[src/rtl/midi_voice_scheduler.sv]
// Turns decoded MIDI key events into ADPCM voice start/stop commands, issued one at a time
// over a valid/ready port (first command valid 2 cycles after the event; held while !ready).
// Optional MIDI_VOICE_SCHEDULER_RETRIGGER_EN: key_on on an active voice queues a stop before the start.
module midi_voice_scheduler #(
  parameter int CHANNELS = 3
) (
  input  logic                clk,
  input  logic                reset_n,
  input  logic [CHANNELS-1:0] key_on,
  input  logic [CHANNELS-1:0] key_off,
  input  logic [3:0]          note,
  input  logic [1:0]          octave,
  output logic                voice_write_valid,
  input  logic                voice_write_ready,
  output logic [3:0]          voice_channel,
  output logic [1:0]          voice_cmd,
  output logic [15:0]         voice_pitch,
  input  logic [CHANNELS-1:0] voice_ended,
  output logic [CHANNELS-1:0] status_note_off,
  output logic                busy
);

  localparam logic [1:0] CMD_START = 2'b01;
  localparam logic [1:0] CMD_STOP  = 2'b10;

`ifdef MIDI_VOICE_SCHEDULER_RETRIGGER_EN
  localparam logic RETRIG = 1'b1;
`else
  localparam logic RETRIG = 1'b0;
`endif

  typedef enum logic {IDLE, ISSUE} state_t;

  function automatic logic [15:0] base_pitch(input logic [3:0] n);
    case (n)
      4'd0:    base_pitch = 16'd4096;
      4'd1:    base_pitch = 16'd4340;
      4'd2:    base_pitch = 16'd4598;
      4'd3:    base_pitch = 16'd4871;
      4'd4:    base_pitch = 16'd5161;
      4'd5:    base_pitch = 16'd5468;
      4'd6:    base_pitch = 16'd5793;
      4'd7:    base_pitch = 16'd6137;
      4'd8:    base_pitch = 16'd6502;
      4'd9:    base_pitch = 16'd6889;
      4'd10:   base_pitch = 16'd7298;
      4'd11:   base_pitch = 16'd7732;
      default: base_pitch = 16'd0;
    endcase
  endfunction

  state_t                state, state_nx;
  logic [CHANNELS-1:0]   pend_on, pend_off, active;
  logic [CHANNELS-1:0]   pend_on_nx, pend_off_nx, active_nx;
  logic [15:0]           pitch_q [CHANNELS];
  logic [3:0]            rr;
  logic                  note_ok, hs, found, pick_off;
  logic [3:0]            pick;
  logic [15:0]           pick_pitch, pitch_in;
  logic [CHANNELS-1:0]   pend_any;

  assign note_ok           = (note <= 4'd11);
  assign pitch_in          = base_pitch(note) >> (2'd3 - octave);
  assign voice_write_valid = (state == ISSUE);
  assign hs                = voice_write_valid & voice_write_ready;
  assign pend_any          = pend_on | pend_off;
  assign busy              = (|pend_any) | voice_write_valid;

  // Round-robin pick: first pass from rr upward, second pass wraps from channel 0.
  always_comb begin
    found      = 1'b0;
    pick       = 4'd0;
    pick_off   = 1'b0;
    pick_pitch = 16'd0;
    for (int i = 0; i < CHANNELS; i++) begin
      if (!found && pend_any[i] && (4'(i) >= rr)) begin
        found = 1'b1; pick = 4'(i); pick_off = pend_off[i]; pick_pitch = pitch_q[i];
      end
    end
    for (int i = 0; i < CHANNELS; i++) begin
      if (!found && pend_any[i]) begin
        found = 1'b1; pick = 4'(i); pick_off = pend_off[i]; pick_pitch = pitch_q[i];
      end
    end
  end

  // Handshake retires pending work first; fresh key events then override it.
  always_comb begin
    pend_on_nx  = pend_on;
    pend_off_nx = pend_off;
    active_nx   = active;
    for (int i = 0; i < CHANNELS; i++) begin
      if (voice_ended[i] && active[i]) active_nx[i] = 1'b0;
      if (hs && (voice_channel == 4'(i))) begin
        if (voice_cmd == CMD_START) begin
          pend_on_nx[i] = 1'b0;
          active_nx[i]  = 1'b1;
        end else begin
          pend_off_nx[i] = 1'b0;
          active_nx[i]   = 1'b0;
        end
      end
      if (key_on[i] && note_ok) begin
        pend_on_nx[i]  = 1'b1;
        pend_off_nx[i] = RETRIG & active[i];
      end else if (key_off[i]) begin
        pend_off_nx[i] = 1'b1;
        pend_on_nx[i]  = 1'b0;
      end
    end
  end

  always_comb begin
    state_nx = state;
    case (state)
      IDLE:    if (found) state_nx = ISSUE;
      ISSUE:   if (voice_write_ready) state_nx = IDLE;
      default: state_nx = IDLE;
    endcase
  end

  always_ff @(posedge clk or negedge reset_n) begin
    if (!reset_n) state <= IDLE;
    else          state <= state_nx;
  end

  always_ff @(posedge clk or negedge reset_n) begin
    if (!reset_n) begin
      pend_on         <= '0;
      pend_off        <= '0;
      active          <= '0;
      status_note_off <= '0;
      rr              <= 4'd0;
      voice_channel   <= 4'd0;
      voice_cmd       <= 2'b00;
      voice_pitch     <= 16'd0;
      for (int i = 0; i < CHANNELS; i++) pitch_q[i] <= 16'd0;
    end else begin
      pend_on         <= pend_on_nx;
      pend_off        <= pend_off_nx;
      active          <= active_nx;
      status_note_off <= active & ~active_nx;
      for (int i = 0; i < CHANNELS; i++) begin
        if (key_on[i] && note_ok) pitch_q[i] <= pitch_in;
      end
      if (state == IDLE && found) begin
        voice_channel <= pick;
        voice_cmd     <= pick_off ? CMD_STOP : CMD_START;
        voice_pitch   <= pick_off ? 16'd0 : pick_pitch;
      end
      if (hs) rr <= (voice_channel >= 4'(CHANNELS - 1)) ? 4'd0 : voice_channel + 4'd1;
    end
  end

endmodule

[config.mk]
export PLATFORM = sky130hd
export DESIGN_NAME = midi_voice_scheduler
export DESIGN_NICKNAME = d
export VERILOG_FILES = /design/src/rtl/midi_voice_scheduler.sv
export SDC_FILE = /design/constraint.sdc
export NUM_CORES = 1
export LEC_CHECK = 0
export ABC_AREA = 1
export BUFFER_PORTS_ARGS = -buffer_cell sky130_fd_sc_hd__buf_2
export CORE_UTILIZATION = 50
export DETAILED_ROUTE_END_ITERATION = 6
export HOLD_SLACK_MARGIN = 0.08
export PLACE_DENSITY_LB_ADDON = 0.08
export SLEW_MARGIN = 30
export SYNTH_ARGS = -nofsm -noshare
export SYNTH_HDL_FRONTEND = slang
export SYNTH_SLANG_ARGS = --single-unit
[constraint.sdc]
create_clock -name clk -period 1.5 [get_ports clk]
set_input_delay 0.3 -clock clk [delete_from_list [all_inputs] [get_ports clk]]
set_output_delay 0.3 -clock clk [all_outputs]
set_load 0.02 [all_outputs]
; ---- After elaboration in Yosys (flattened, before gate mapping)
; Memory sizes are Yosys's and may differ from the RTL's.
; Index checks and enable logic that the tools add are counted.
[word_totals]
regBits = 87
latchBits = 0
ramBits = 0
rom_bits = 208
in_bits = 18
output_inout_bits = 27
word_cells = 130
memories = 1
[classes]
n_addsub = 2
mul = 0
n_div = 0
magnitude_cmp = 5
n_eq_ne = 6
shift = 1
mux = 56
n_bitwise = 6
n_reduce_logical = 37
[mem_list]
columns = memory, words, word_bits, read_ports, rd_clocked_by_memory_dff, write_ports, line_no
row1 = (name not given), 16, 13, 1, 0, 0, 35  ; case (n)
[op_table]
columns = cell, count
row1 = $mux 16, 7
row2 = $mux 1, 42
row3 = $logic_and 1x1->1, 18
row4 = $reduce_bool 3->1, 6
row5 = $mux 4, 4
row6 = $shr 16x2->16, 1
row7 = $reduce_and 2->1, 6
row8 = $ne 3x2->1 const B, 3
row9 = $ge 1x4->1 const A, 2
row10 = $logic_not 1->1, 5
row11 = $add 4x1->4 const B, 1
row12 = $eq 4x1->1 const B, 1
row13 = $eq 4x2->1 const B, 1
row14 = $ge 2x4->1 const A, 1
row15 = $ge 4x2->1 const B, 1
row16 = $le 4x4->1 const B, 1
row17 = $logic_not 4->1, 1
row18 = $mux 2, 2
row19 = $and 3x3->3, 1
row20 = $not 3->3, 1
row21 = $or 3x3->3, 1
row22 = $reduce_or 3->1, 1
row23 = $eq 2x1->1 const B, 1
row24 = $pmux 1 s2, 1
row25 = other kinds (4), 4

; ---- Logic depth before layout (Yosys ltp)
; Gate-level depths: netlist (run 1).
[depth]
word_depth = 22
depth_mapped = 12
ltp_nobuf = 11

; ---- Least setup slack after synthesis (run 1)
; No wires, ideal clock.
[synth_path]
path_kind = reg2reg
from = reg rr[2]
to = reg voice_pitch[10]
setup_time_ps = 66
t_arrival_ps = 1528
required_ps = 1434
setup_slack_ps = -93
stages_incl_launch_ff = 11
path_buffers = 1
synth_period_minus_slack_ps = 1593
path_cell_list = dfrtp_1 > nor2_4 > nand3_4 > nand2_4 > nor2_4 > buf_6 > nand2_4 > nand4_4 > a21oi_4 > nand2_1 > nand2_1
[synth_between]
elab_chain_cells = 21
word_cells_on_any_way = 36
classes_between = order compare: 3 / mux: 19 / reduce/logical: 14
[synth_lines]
columns = item, line_no
row1 = from (decl), 56  ; logic [3:0] rr;
row2 = from (signal assigned), 151  ; if (hs) rr <= (voice_channel >= 4'(CHANNELS - 1)) ? 4'd0 : voice_channel + 4'd1;
row3 = $ge 1x4->1, 76  ; if (!found && pend_any[i] && (4'(i) >= rr)) begin
row4 = $logic_and 1x1->1, 76
row5 = $mux 1, 76
row6 = $logic_not 1->1, 76
row7 = $logic_and 1x1->1 (2 in series), 76
row8 = $mux 1, 76
row9 = $logic_not 1->1, 76
row10 = $logic_and 1x1->1 (2 in series), 76
row11 = (+3 left out), --
row12 = $mux 1, 81  ; if (!found && pend_any[i]) begin
row13 = $logic_not 1->1, 81
row14 = $logic_and 1x1->1, 81
row15 = $mux 1, 81
row16 = $logic_not 1->1, 81
row17 = $logic_and 1x1->1, 81
row18 = $mux 16 or $mux 1 (tied branches), 81
row19 = $mux 16 or $logic_and 1x1->1 (tied branches), "149, 146"
row20 = to (signal assigned), 149  ; voice_pitch <= pick_off ? 16'd0 : pick_pitch;
row21 = to (decl), 17  ; output logic [15:0] voice_pitch,
; Parallel ways exist; a longest one is shown, timed or not.
; A chain may end at the register's enable or synchronous reset.

; ---- Final worst setup path (run 1)
[layout_path]
from = reg pend_off[1]
to = out busy
[layout_between]
elab_chain_cells = 3
[layout_lines]
columns = item, line_no
row1 = from (decl), 53  ; logic [CHANNELS-1:0] pend_on, pend_off, active;
row2 = from (signal assigned), 140  ; pend_off <= pend_off_nx;
row3 = $or 3x3->3, 66  ; assign pend_any = pend_on | pend_off;
row4 = $reduce_or 3->1, 67  ; assign busy = (|pend_any) | voice_write_valid;
row5 = $or 1x1->1, 67
row6 = to (decl), 20  ; output logic busy
; No other way between the ends.

==> results list, run 1 <==
- After the first detailed-routing iteration, the DRC count stood at 270.
- Fill cells in the final layout number 647.
* Post-Route Hold Slack: 0.1467 ns
- The worst hold path begins at key_off[2].
* Number of buffer and inverter instances along the worst setup path: 2
- Tracing the worst setup path back leads to its startpoint at pend_off[1].
- Routed WL per cell: 15.00 µm
- Summing over every cut layer, the via total after detailed routing is 3,862.
- Final period utilization: 125.3%
- Area share of the largest cell type after synthesis: 45.60%
- Antenna violations before repair: 0
- Layout cells sized above 1: 28.32%
- Main combinational cell family by area after synthesis: simple AND/OR/NAND/NOR gates
* Flops & latches, synth: 72
- Failing checks: negative setup slack
- The worst setup path is captured at an output port.
* Die extent in y: 90.90 µm
- The synthesized netlist devotes 0% of its cell area to XOR and XNOR gates.
* Arrival time worst endpoint: 1.58 ns
- Die ar.: 8262 µm²
- The congestion estimate from routability-driven global placement came to 1.039.
- Global routing finished with a remaining overflow of 0.
* Worst Hold Class: in2reg
- The synthesized design spends more area on one cell type than any other, namely dfrtp_1.
- Summing all multi-input logic gate instances after layout gives 2013 µm².
- The library cells used most frequently in the layout, excluding fill and tap cells, are 156 x nand2_1, 72 x dfrtp_1, 57 x buf_4.
- Counting flops with a built-in enable in the synthesized netlist gives 0.
* Synthesis-to-layout area growth: 30.56%
- In the routed design, unresolved DRC markers number 0.
* Number of clock buffers inserted by TritonCTS: 9
- Timing would allow up to 0.5321 GHz.
* CP cell instances: nor2_2, buf_4, nand4_1, or2_4, buf_6
- Leaving out fill and tap cells, the most frequent cell in the layout is nand2_1.
* Data required time of the critical path: 1.20 ns
- DRT Wirelength: 10,900 µm
* Leading post-synthesis cells by cell area: dfrtp_1 46%, nand2_1 15%, nand3_1 6.2%
- Cell family contributing the most delay on the critical path: simple AND/OR/NAND/NOR gates
* Setup Slack @ Placement: -0.2815 ns
- Setup total negative slack on the finished layout was measured at -4.333 ns.
* Clock tree from TritonCTS: built
* Predominant post-synthesis flop cell: dfrtp_1
- Run status: finished with violations
* Post-Synthesis Cells: 507
- Mux contribution to synthesized area: 1.520%
- Maximum number of pins on one net before global-route repair: 73
- Placed wire-length estimate after detailed placement: 7823 µm
* Number of distinct standard cells referenced by the synthesized netlist: 36
* Maximum net fanout on the critical path: 3
- Cell type of the slowest stage on the worst timing path: dfrtp_1
* Final Instance Area: 5159 µm²
- Worst Slack Setup Final: -0.3794 ns
- Yosys synthesis warning count: 0
* Max Cap Violations: 0
* Via/cell ratio: 5.312
* Launch point of the worst reg-to-reg path: pend_off[0]
- Pins over their slew limit: 0
* Clock Sinks: 72
- Async set-or-reset flop fraction in the synthesized netlist: 100.0%
- The share of the Yosys chip area taken by registers is 45.60%.
* Overall global routing resource usage: 28.39%
- Setup violations remaining at the end of the flow were counted as 18.
- Post-Synth Adder-Cell Area: 1.267%
- Leak: 2.718 nW
- Cell Rows: 32
- Post-layout minimum cycle time: 1.879 ns
* Critical Path Start Type: register
* Final ANT Viol Nets: 0
- Die width: 90.90 µm
- For this design the ratio of total power to cell area is 1472 nW/µm².
* Total area of sequential cells: 1802 µm²
- Summing the areas of all and, or, nand and nor instances in the mapped netlist gives 35.05% of the synthesized area.
- In this run the number of H-tree levels came out at 3.
- The mapped netlist covers 3951 µm².
- Synthesized-area fraction occupied by ao, oa, aoi and oai cells: 9.278%
- Wire length of the first global-routing pass: 18,280 µm
- Clock-pin slew of the registers on the worst-case setup and hold paths: 0.08 ns
- For this run, the slowest stage of the critical path takes 0.42 ns.
- Final hold violation count: 0
- The clock passes through at most 2 buffers.
- The number of global-route vias before repair is 3,759.
- VDD sags by at most 792.0 µV.
* Root Buffer Master: clkbuf_8
- Critical path class: reg2out
- Once the floorplan was initialized, standard cells occupied 51.40% of the core.
- Insertion delay to the later sink of the worst-skew pair: 0.36 ns
- Setup repair after global routing could not meet its margin everywhere.
- Count of buffers from port buffering: 39
* Number of top-level pins: 45
* Mean instance size in the synthesized netlist: 7.793 µm²
- Between clock sinks in the finished design, the worst skew comes to 0.01720 ns.
- In this run the cell area measured after placement is 4673 µm².
* Nets: 642
- First-pass iteration count of the detailed router: 5
- Core outline area: 7687 µm²
* # diodes: 0
## final cells by class
cell class	instances	area share (%)
Sequential cell	72	34.93
Clock buffer	10	2.474
Clock inverter	6	0.8732
Tap cell	102	2.474
Inverter	52	3.832
Timing Repair Buffer	113	16.40
Multi-Input combinational cell	372	39.02
## routing by layer
metal / routed length [µm] / up-vias / global-route usage (%) / share of wire, %
met5: 0 / - / 0 / 0
met4: 259 / 0 / 10.32 / 2.4
met3: 361 / 23 / 3.956 / 3.3
met2: 5484 / 89 / 49.75 / 50
met1: 4799 / 1856 / 35.69 / 44
li1: - / 1894 / - / -
## registers in the layout (all words and copies together), names as in the netlist
signal	flops
pend_off	3
active	3
pitch_q	39
voice_channel	2
pend_on	3
status_note_off	3
voice_pitch	13
voice_write_valid	1
rr	3
voice_cmd	2
## synthesized netlist by cell type (2+ instances only)
| cell type | n |
|---|---|
| a21oi_1 | 6 |
| buf_2 | 2 |
| buf_4 | 5 |
| clkbuf_1 | 8 |
| dfrtp_1 | 72 |
| ha_1 | 4 |
| inv_1 | 47 |
| inv_2 | 4 |
| mux2i_1 | 6 |
| nand2_1 | 159 |
| nand2_2 | 3 |
| nand2_4 | 5 |
| nand3_1 | 49 |
| nand3b_1 | 4 |
| nand4_1 | 23 |
| nand4_4 | 2 |
| nor2_1 | 23 |
| nor2_2 | 3 |
| nor2_4 | 3 |
| nor3_1 | 7 |
| o211ai_1 | 3 |
| o21ai_0 | 47 |
| o21ai_1 | 3 |
| o31ai_1 | 3 |
| or2_0 | 2 |
| or2_2 | 4 |
## cells by family after synthesis
group	Yosys count
AND/OR/NAND/NOR	290
multiplexers	6
AO/OA/AOI/OAI	66
adder cells (fa/ha/maj)	4
buffers and inverters	68
flip-flops	72
other	1
## repair_timing
| item | CTS | global route |
|---|---|---|
| pin swaps | 20 | 22 |
| endpoints found under the setup margin | 19 | 29 |
| resized for setup | 36 | 15 |
| hold buffers | 1 | 0 |
| gates cloned | 1 | 0 |
| setup buffers | 10 | 4 |
| endpoints found under the hold margin | 72 | 0 |
## where the power goes
group	leakage, nW	switching, mW	internal, mW	total [mW]
sequential	0.914	0.245	2.34	2.59
clock	0.0789	0.768	0.605	1.37
combinational	1.72	2.17	1.46	3.63
## stage by stage
stage / utilization, % / total power, mW / instances
floorplan: - / 4.528 / 511
global placement: 60.79 / 5.673 / 695
detailed placement: 60.79 / 5.734 / 695
CTS: 66.08 / 7.473 / 723
global route: 67.11 / 8.089 / 727
finish: 67.11 / 7.595 / 727
## final timing paths
| path | endpoint | slack [ns] | cells after the start |
|---|---|---|---|
| worst max-delay path | busy | -0.38 | 5 |
| worst min-delay path | pend_on[2] | 0.15 | 2 |
| worst max register to register | voice_pitch[6] | -0.27 | 13 |
| worst min register to register | voice_pitch[8] | 0.48 | 2 |
| max in group asynchronous | pitch_q[8] | 0.68 | 3 |
| min in group asynchronous | pitch_q[24] | 0.48 | 3 |
Power figures use the tool's default switching activity.
==> run 2, diff against run 1 <==
--- a/config.mk
+++ b/config.mk
@@ -11,6 +11,7 @@
 export DETAILED_ROUTE_END_ITERATION = 6
 export HOLD_SLACK_MARGIN = 0.08
 export PLACE_DENSITY_LB_ADDON = 0.08
+export SKIP_LAST_GASP = 1
 export SLEW_MARGIN = 30
 export SYNTH_ARGS = -nofsm -noshare
 export SYNTH_HDL_FRONTEND = slang
==> results list, run 2 (synthesis gave the netlist of run 1 again) <==
- The library cell used most frequently in the layout, excluding fill and tap cells, is nand2_1.
- The layout cell share with drive strength beyond 1 is 27.96% (-0.36 points).
- Most used cells in the layout excluding fill and tap cells: 156 x nand2_1, 72 x dfrtp_1, 58 x buf_4
- Root Buffer Master: clkbuf_8
- In this run the worst hold path is classified as in2reg.
* Synthesis-to-layout area growth: 30.53% (about the same)
- The post-placement setup slack was -0.2815 ns (unchanged).
* Maximum net fanout on the critical path: 3 (unchanged)
* Nets: 643 (+0.16%)
* Die ar.: 8262 µm² (unchanged)
- The required time of the critical path came to 1.20 ns (about the same).
- First-iteration detailed-routing DRC count: 237 (-12%)
* Run status: finished with violations
- Final hold violation count: 0 (unchanged)
- The starting density of the core was 51.40% (unchanged).
* Critical Path Start Type: register
- The number of buffers created by CTS is 9 (unchanged).
- On the critical path the largest part of the delay comes from simple AND/OR/NAND/NOR gates.
- Die width: 90.90 µm (unchanged)
- The number of levels the H-tree was split into was 3 (unchanged).
* Power per cell area: 1473 nW/µm² (about the same)
* Arrival time worst endpoint: 1.56 ns (-0.02 ns)
- The detailed-route vias per instance is 5.328 (+0.30%).
* Register ranked first by flip-flop count: pitch_q
* Final period utilization: 123.9% (-1.4 points)
- Number of flip-flops under the largest register name: 39 (unchanged)
* Number of global-route vias before repair: 3,736 (-0.61%)
* Worst Slack Setup Final: -0.3589 ns (+0.02043 ns)
- The maximum clock skew at final layout is 0.01781 ns (+0.0006100 ns).
* Placed wire-length estimate after detailed placement: 7823 µm (unchanged)
* Number of top-level pins: 45 (unchanged)
* Maximum number of pins on one net before global-route repair: 73 (unchanged)
* Overall global routing resource usage: 28.30% (-0.091 points)
* Insertion delay to the later sink of the worst-skew pair: 0.36 ns (about the same)
- Clock tree from TritonCTS: built
* Post-layout minimum cycle time: 1.859 ns (-0.02043 ns)
* Routability congestion estimate: 1.039 (unchanged)
* Number of buffer and inverter instances along the worst setup path: 2 (unchanged)
* Routed WL per cell: 14.99 µm (about the same)
- The core region area was 7687 µm² (unchanged).
- Critical path class: reg2out
- The post-detailed-route count of antenna-violating nets is 0 (unchanged).
- The count of inserted antenna diode cells was 0 (unchanged).
- The checks that failed: negative setup slack.
* Worst-case vdd ir drop: 777.9 µV (-1.8%)
- Leading registers by flop count: pitch_q (39), voice_pitch (13)
- Clock Sinks: 72 (unchanged)
- Grt total ovfl: 0 (unchanged)
- Drt drc: 0 (unchanged)
* Via total after detailed routing: 3,879 (+0.44%)
- The stage delay of the slowest cell on the critical path was 0.42 ns (about the same).
- Cell Rows: 32 (unchanged)
* Number of fillers in the final layout: 646 (-0.15%)
- Clock-pin slew of the registers on the worst-case setup and hold paths: 0.08 ns (about the same)
- The slowest stage of the critical path belongs to the cell dfrtp_1.
- Setup repair after global routing could not meet its margin everywhere.
- Count of buffers from port buffering: 39 (unchanged)
- Wire length of the first global-routing pass: 18,220 µm (-0.34%)
- The maximum clock path buffer count was 2 (unchanged).
* Setup TNS Final: -4.687 ns (-0.3543 ns)
* Leak: 2.714 nW (-0.13%)
* DRT Wirelength: 10,910 µm (about the same)
- Max Cap Violations: 0 (unchanged)
* Number of failing setup endpoints in the final timing report: 18 (unchanged)
- Achievable Freq: 0.5379 GHz (+1.1%)
- Critical Path End Type: output port
- Walking the worst path, the cells encountered are nor2_2, buf_4, nand4_1, or2_4, buf_6.
- The initial antenna violation count came to 0 (unchanged).
* Die extent in y: 90.90 µm (unchanged)
- The number of optimization iterations in the first detailed-route pass is 5 (unchanged).
* Pins over their slew limit: 0 (unchanged)
## run 2: cell count changes in the layout (fill, tap and decap cells not counted), sizes merged
cell	before	now
buf	112	113
## run 2: layer usage
layer | wire length, µm | GRT usage (%) | up-vias
met5 | 0 | 0 | -
met4 | 301 | 10.85 | 0
met3 | 398 | 3.872 | 26
met2 | 5422 | 49.12 | 110
met1 | 4790 | 35.80 | 1847
li1 | - | - | 1896
## run 2: final cells by class
| class | count | area, µm² | share of cell area [%] |
|---|---|---|---|
| clock inverter | 6 | 45.04 | 0.8734 |
| inverter | 52 | 197.7 | 3.833 |
| clock buffer | 10 | 127.6 | 2.475 |
| timing repair buffer | 114 | 857.1 | 16.62 |
| sequential | 72 | 1802 | 34.93 |
| multi-input combinational | 372 | 2001 | 38.79 |
| tap | 102 | 127.6 | 2.475 |
## run 2: timing repair
| item | 4_1_cts | 5_1_grt |
|---|---|---|
| endpoints found under the hold margin | 72 | 0 |
| buffers inserted | 10 | 5 |
| pin swaps | 20 | 20 |
| hold buffers | 1 | 0 |
| gates resized for setup | 31 | 16 |
| endpoints found under the setup margin | 19 | 29 |
| cloned | 1 | 0 |
## run 2: stage by stage
step / cell area, µm² / total power, mW / instances / hold WS, ns / utilization [%]
after floorplan: 3971 / 4.528 / 511 / 0.004409 / -
after global placement: 4673 / 5.673 / 695 / 0.3575 / 60.79
after detailed placement: 4673 / 5.734 / 695 / 0.3601 / 60.79
after CTS: 5061 / 7.438 / 723 / 0.1413 / 65.84
after global routing: 5157 / 8.095 / 728 / 0.1545 / 67.09
final: 5157 / 7.597 / 728 / 0.1471 / 67.09
## run 2: worst paths after layout
check / start / endpoint / slack (ns) / cells after the start
min in group asynchronous: reset_n / pitch_q[40] / 0.48 / 3
max: pend_off[1] / busy / -0.36 / 5
max in group asynchronous: reset_n / status_note_off[0] / 0.69 / 3
max reg2reg: pend_off[0] / voice_pitch[6] / -0.30 / 13
min reg2reg: voice_pitch[8] / voice_pitch[8] / 0.48 / 2
min: key_off[2] / pend_on[2] / 0.15 / 2
## run 2: where the power goes
group / switching, mW / internal, mW
clock network: 0.768 / 0.605
logic: 2.17 / 1.47
registers: 0.243 / 2.34
==> run 3, diff against run 2 <==
--- a/config.mk
+++ b/config.mk
@@ -11,8 +11,10 @@
 export DETAILED_ROUTE_END_ITERATION = 6
 export HOLD_SLACK_MARGIN = 0.08
 export PLACE_DENSITY_LB_ADDON = 0.08
+export SKIP_CTS_REPAIR_TIMING = 1
 export SKIP_LAST_GASP = 1
 export SLEW_MARGIN = 30
 export SYNTH_ARGS = -nofsm -noshare
 export SYNTH_HDL_FRONTEND = slang
 export SYNTH_SLANG_ARGS = --single-unit
+export TNS_END_PERCENT = 20
==> constraint.sdc (replaced) <==
create_clock -name clk -period 1.5 [get_ports clk]
set_input_delay 0.15 -clock clk [delete_from_list [all_inputs] [get_ports clk]]
set_output_delay 0.15 -clock clk [all_outputs]
set_load 0.02 [all_outputs]
==> results list, run 3 (synthesis gave the netlist of run 1 again) <==
- The number of buffers created by CTS is 9 (unchanged).
- The clock input transition at the sequential cells of the worst setup and hold paths came to 0.09 ns (about the same).
- The startpoint identified for the worst hold timing path is voice_ended[2].
- The DRC violation count after routing is 0 (unchanged).
- Routed WL per cell: 14.91 µm (-0.51%)
* Maximum number of pins on one net before global-route repair: 73 (unchanged)
- Cells on worst reg2reg path: 11 (-2)
- Nets: 634 (-1.4%)
* Clock Sinks: 72 (unchanged)
- DRT Wirelength: 10,720 µm (-1.7%)
- In this run the critical register-to-register path is launched from pend_on[1].
* Overall global routing resource usage: 27.15% (-1.1 points)
- Area used by multi-input combinational logic: 1906 µm² (-4.8%)
- Most used cell along the critical path: nand2_4
- The utilization after layout was 65.32% (-1.8 points).
- The switching part of the total was 40.26% (-1.6 points).
- STA classifies the critical path startpoint as a register.
* Total area of sequential cells: 1802 µm² (unchanged)
- Post-layout minimum cycle time: 1.746 ns (-0.1132 ns)
- Layout cells sized above 1: 23.99% (-4.0 points)
- Leaving out fill and tap cells, the most frequent cell in the layout is nand2_1.
- Setup TNS Final: -3.387 ns (+1.300 ns)
* Via total after detailed routing: 3,794 (-2.2%)
* Run status: finished with violations
* Most used cells in the layout excluding fill and tap cells: 159 x nand2_1, 72 x dfrtp_1, 54 x buf_4
* Worst Slack Setup Final: -0.2457 ns (+0.1132 ns)
* Worst path max stage delay: 0.39 ns (-0.03 ns)
* Combinational Power Share: 43.1% (-4.8 points)
- The worst hold path belongs to the class in2reg.
- The max-slew violation count is 0 (unchanged).
- Bufs on Longest Clock Path: 2 (unchanged)
- The count of inserted antenna diode cells was 0 (unchanged).
* First-pass iteration count of the detailed router: 4 (-1)
* Number of failing setup endpoints in the final timing report: 18 (unchanged)
- Number of flip-flops under the largest register name: 39 (unchanged)
- The post-DP HPWL was 7894 µm (+0.91%).
- The signal arrival time at the worst endpoint was 2.00 ns (+0.44 ns).
- Routability congestion estimate: 0.9233 (-11%)
- Final hold violation count: 0 (unchanged)
* Initial Util: 51.40% (unchanged)
- For hold timing, the worst endpoint is active[2].
* Core outline area: 7687 µm² (unchanged)
- Antenna violations before repair: 0 (unchanged)
- Worst reg2reg setup slack: -0.25 ns (+0.05 ns)
* Die ar.: 8262 µm² (unchanged)
- The setup path with the least slack is of type reg2reg.
- Switching component of the power: 3.056 mW (-3.8%)
- Setup repair after global routing missed its margin: yes
- Failing checks: negative setup slack
- CP cell instances: inv_1, nand2_2, nand2_4, nand2_4, nor2_4, buf_4, nand2_4, nand4_4, nand2_1, nand4_1, nand2_1
- The number of I/O pins is 45 (unchanged).
* Clk pwr share: 22.6% (+4.5 points)
* Clock tree from TritonCTS: built
* H-tree depth reported by CTS: 3 (unchanged)
- Number of global-route vias before repair: 3,597 (-3.7%)
- Worst-case vdd ir drop: 801.8 µV (+3.1%)
- The post-detailed-route count of antenna-violating nets came to 0 (unchanged).
- Final period utilization: 116.4% (-7.5 points)
- Critical Path End Type: register
* Cell Rows: 32 (unchanged)
- Internal Dissipation: 4.536 mW (+2.6%)
- Cell type of the slowest stage on the worst timing path: dfrtp_1
- Register ranked first by flip-flop count: pitch_q
* Leading registers by flop count: pitch_q (39), voice_pitch (13)
- Via/cell ratio: 5.277 (-0.97%)
- The worst register-to-register path ends at voice_pitch[11].
* Grt total ovfl: 0 (unchanged)
- The hold-critical path depth was 3 (+1).
- The critical-path maximum fanout was 6 (+3).
* Root Buffer Master: clkbuf_8
- The number of violations reported at the end of detailed-routing iteration 0 came to 213 (-10%).
- The number of input and output port buffers inserted came to 39 (unchanged).
- The clock latency reported for the late side of the worst-skew pair came to 0.36 ns (about the same).
- The first-pass GRT wire length came to 17,460 µm (-4.2%).
* Power per cell area: 1512 nW/µm² (+2.6%)
* Achievable Freq: 0.5728 GHz (+6.5%)
- Synthesis-to-layout area growth: 27.07%
- Leak: 2.646 nW (-2.5%)
- The vertical die dimension came to 90.90 µm (unchanged).
* Die width: 90.90 µm (unchanged)
- Number of fillers in the final layout: 681 (+5.4%)
- Max Cap Violations: 0 (unchanged)
- Post-route clock skew: 0.01321 ns (-0.004601 ns)
* Data required time of the critical path: 1.75 ns (+0.55 ns)
* Sequential share of power: 34.2% (about the same)
-- run 3: cell types whose count changed in the layout (fill, tap and decap cells not counted), moves of 2 or more --
cell and change:
buf_4 -4, buf_6 -10, bufinv_16 +2, clkinvlp_4 -3
dlygate4sd3_1 +7, nand2_1 +3, nand2_4 -3, nand3_1 +5
nand3_2 -5, nor2_1 +2, nor2_4 -2, o21ai_0 +2
o21ai_1 -2
-- run 3: cell type report --
class / count / share of cell area, %
Clock buffer: 10 / 2.542
Inverter: 52 / 3.937
Multi-Input combinational cell: 371 / 37.95
Timing Repair Buffer: 106 / 15.33
Sequential cell: 72 / 35.88
Tap cell: 102 / 2.542
Clock inverter: 6 / 1.819
-- run 3: layer usage --
layer	track usage, %	up-vias	wire length (µm)
met1	35.37	1789	4887
met4	8.201	0	173
met3	4.882	16	453
met2	46.09	104	5208
li1	-	1885	-
met5	0	-	0
-- run 3: worst max-delay path, delay by kind of cell, from the launching register on --
kind                   cells  cell delay, ns
flip-flops                 1            0.39
buffers and inverters      2            0.27
AND/OR/NAND/NOR            9            0.98
-- run 3: worst max path at each step --
stage                     start              end  slack [ns]  depth (start not counted)
floorplan                 rr[2]  voice_pitch[10]       -0.09                         10
CTS                  pend_on[1]   voice_pitch[6]       -0.34                         10
global route        pend_off[0]   voice_pitch[5]       -0.31                         11
global placement     pend_on[1]   voice_pitch[6]       -0.25                         10
finish               pend_on[1]  voice_pitch[11]       -0.25                         11
detailed placement   pend_on[1]   voice_pitch[6]       -0.32                         10
-- run 3: power by group through the flow --
stage          clock network, mW  logic [mW]  registers (mW)
2_1_floorplan                  0        1.71            2.81
3_3_place_gp                   0        3.06            2.61
3_5_place_dp                   0        3.10            2.62
4_1_cts                     1.74        3.10            2.59
5_1_grt                     1.82        3.62            2.64
6_report                    1.72        3.27            2.60
-- run 3: stage by stage --
stage          setup WS (ns)  cells  instance area [µm²]  total power [mW]  hold slack, ns
2_1_floorplan       -0.09317    511                 3966             4.524         -0.1456
3_3_place_gp         -0.2542    690                 4631             5.672          0.2035
3_5_place_dp         -0.3183    690                 4631             5.720          0.2052
4_1_cts              -0.3387    706                 4850             7.433         -0.1733
5_1_grt              -0.3146    719                 5021             8.078          0.1980
6_report             -0.2457    719                 5021             7.592          0.1932
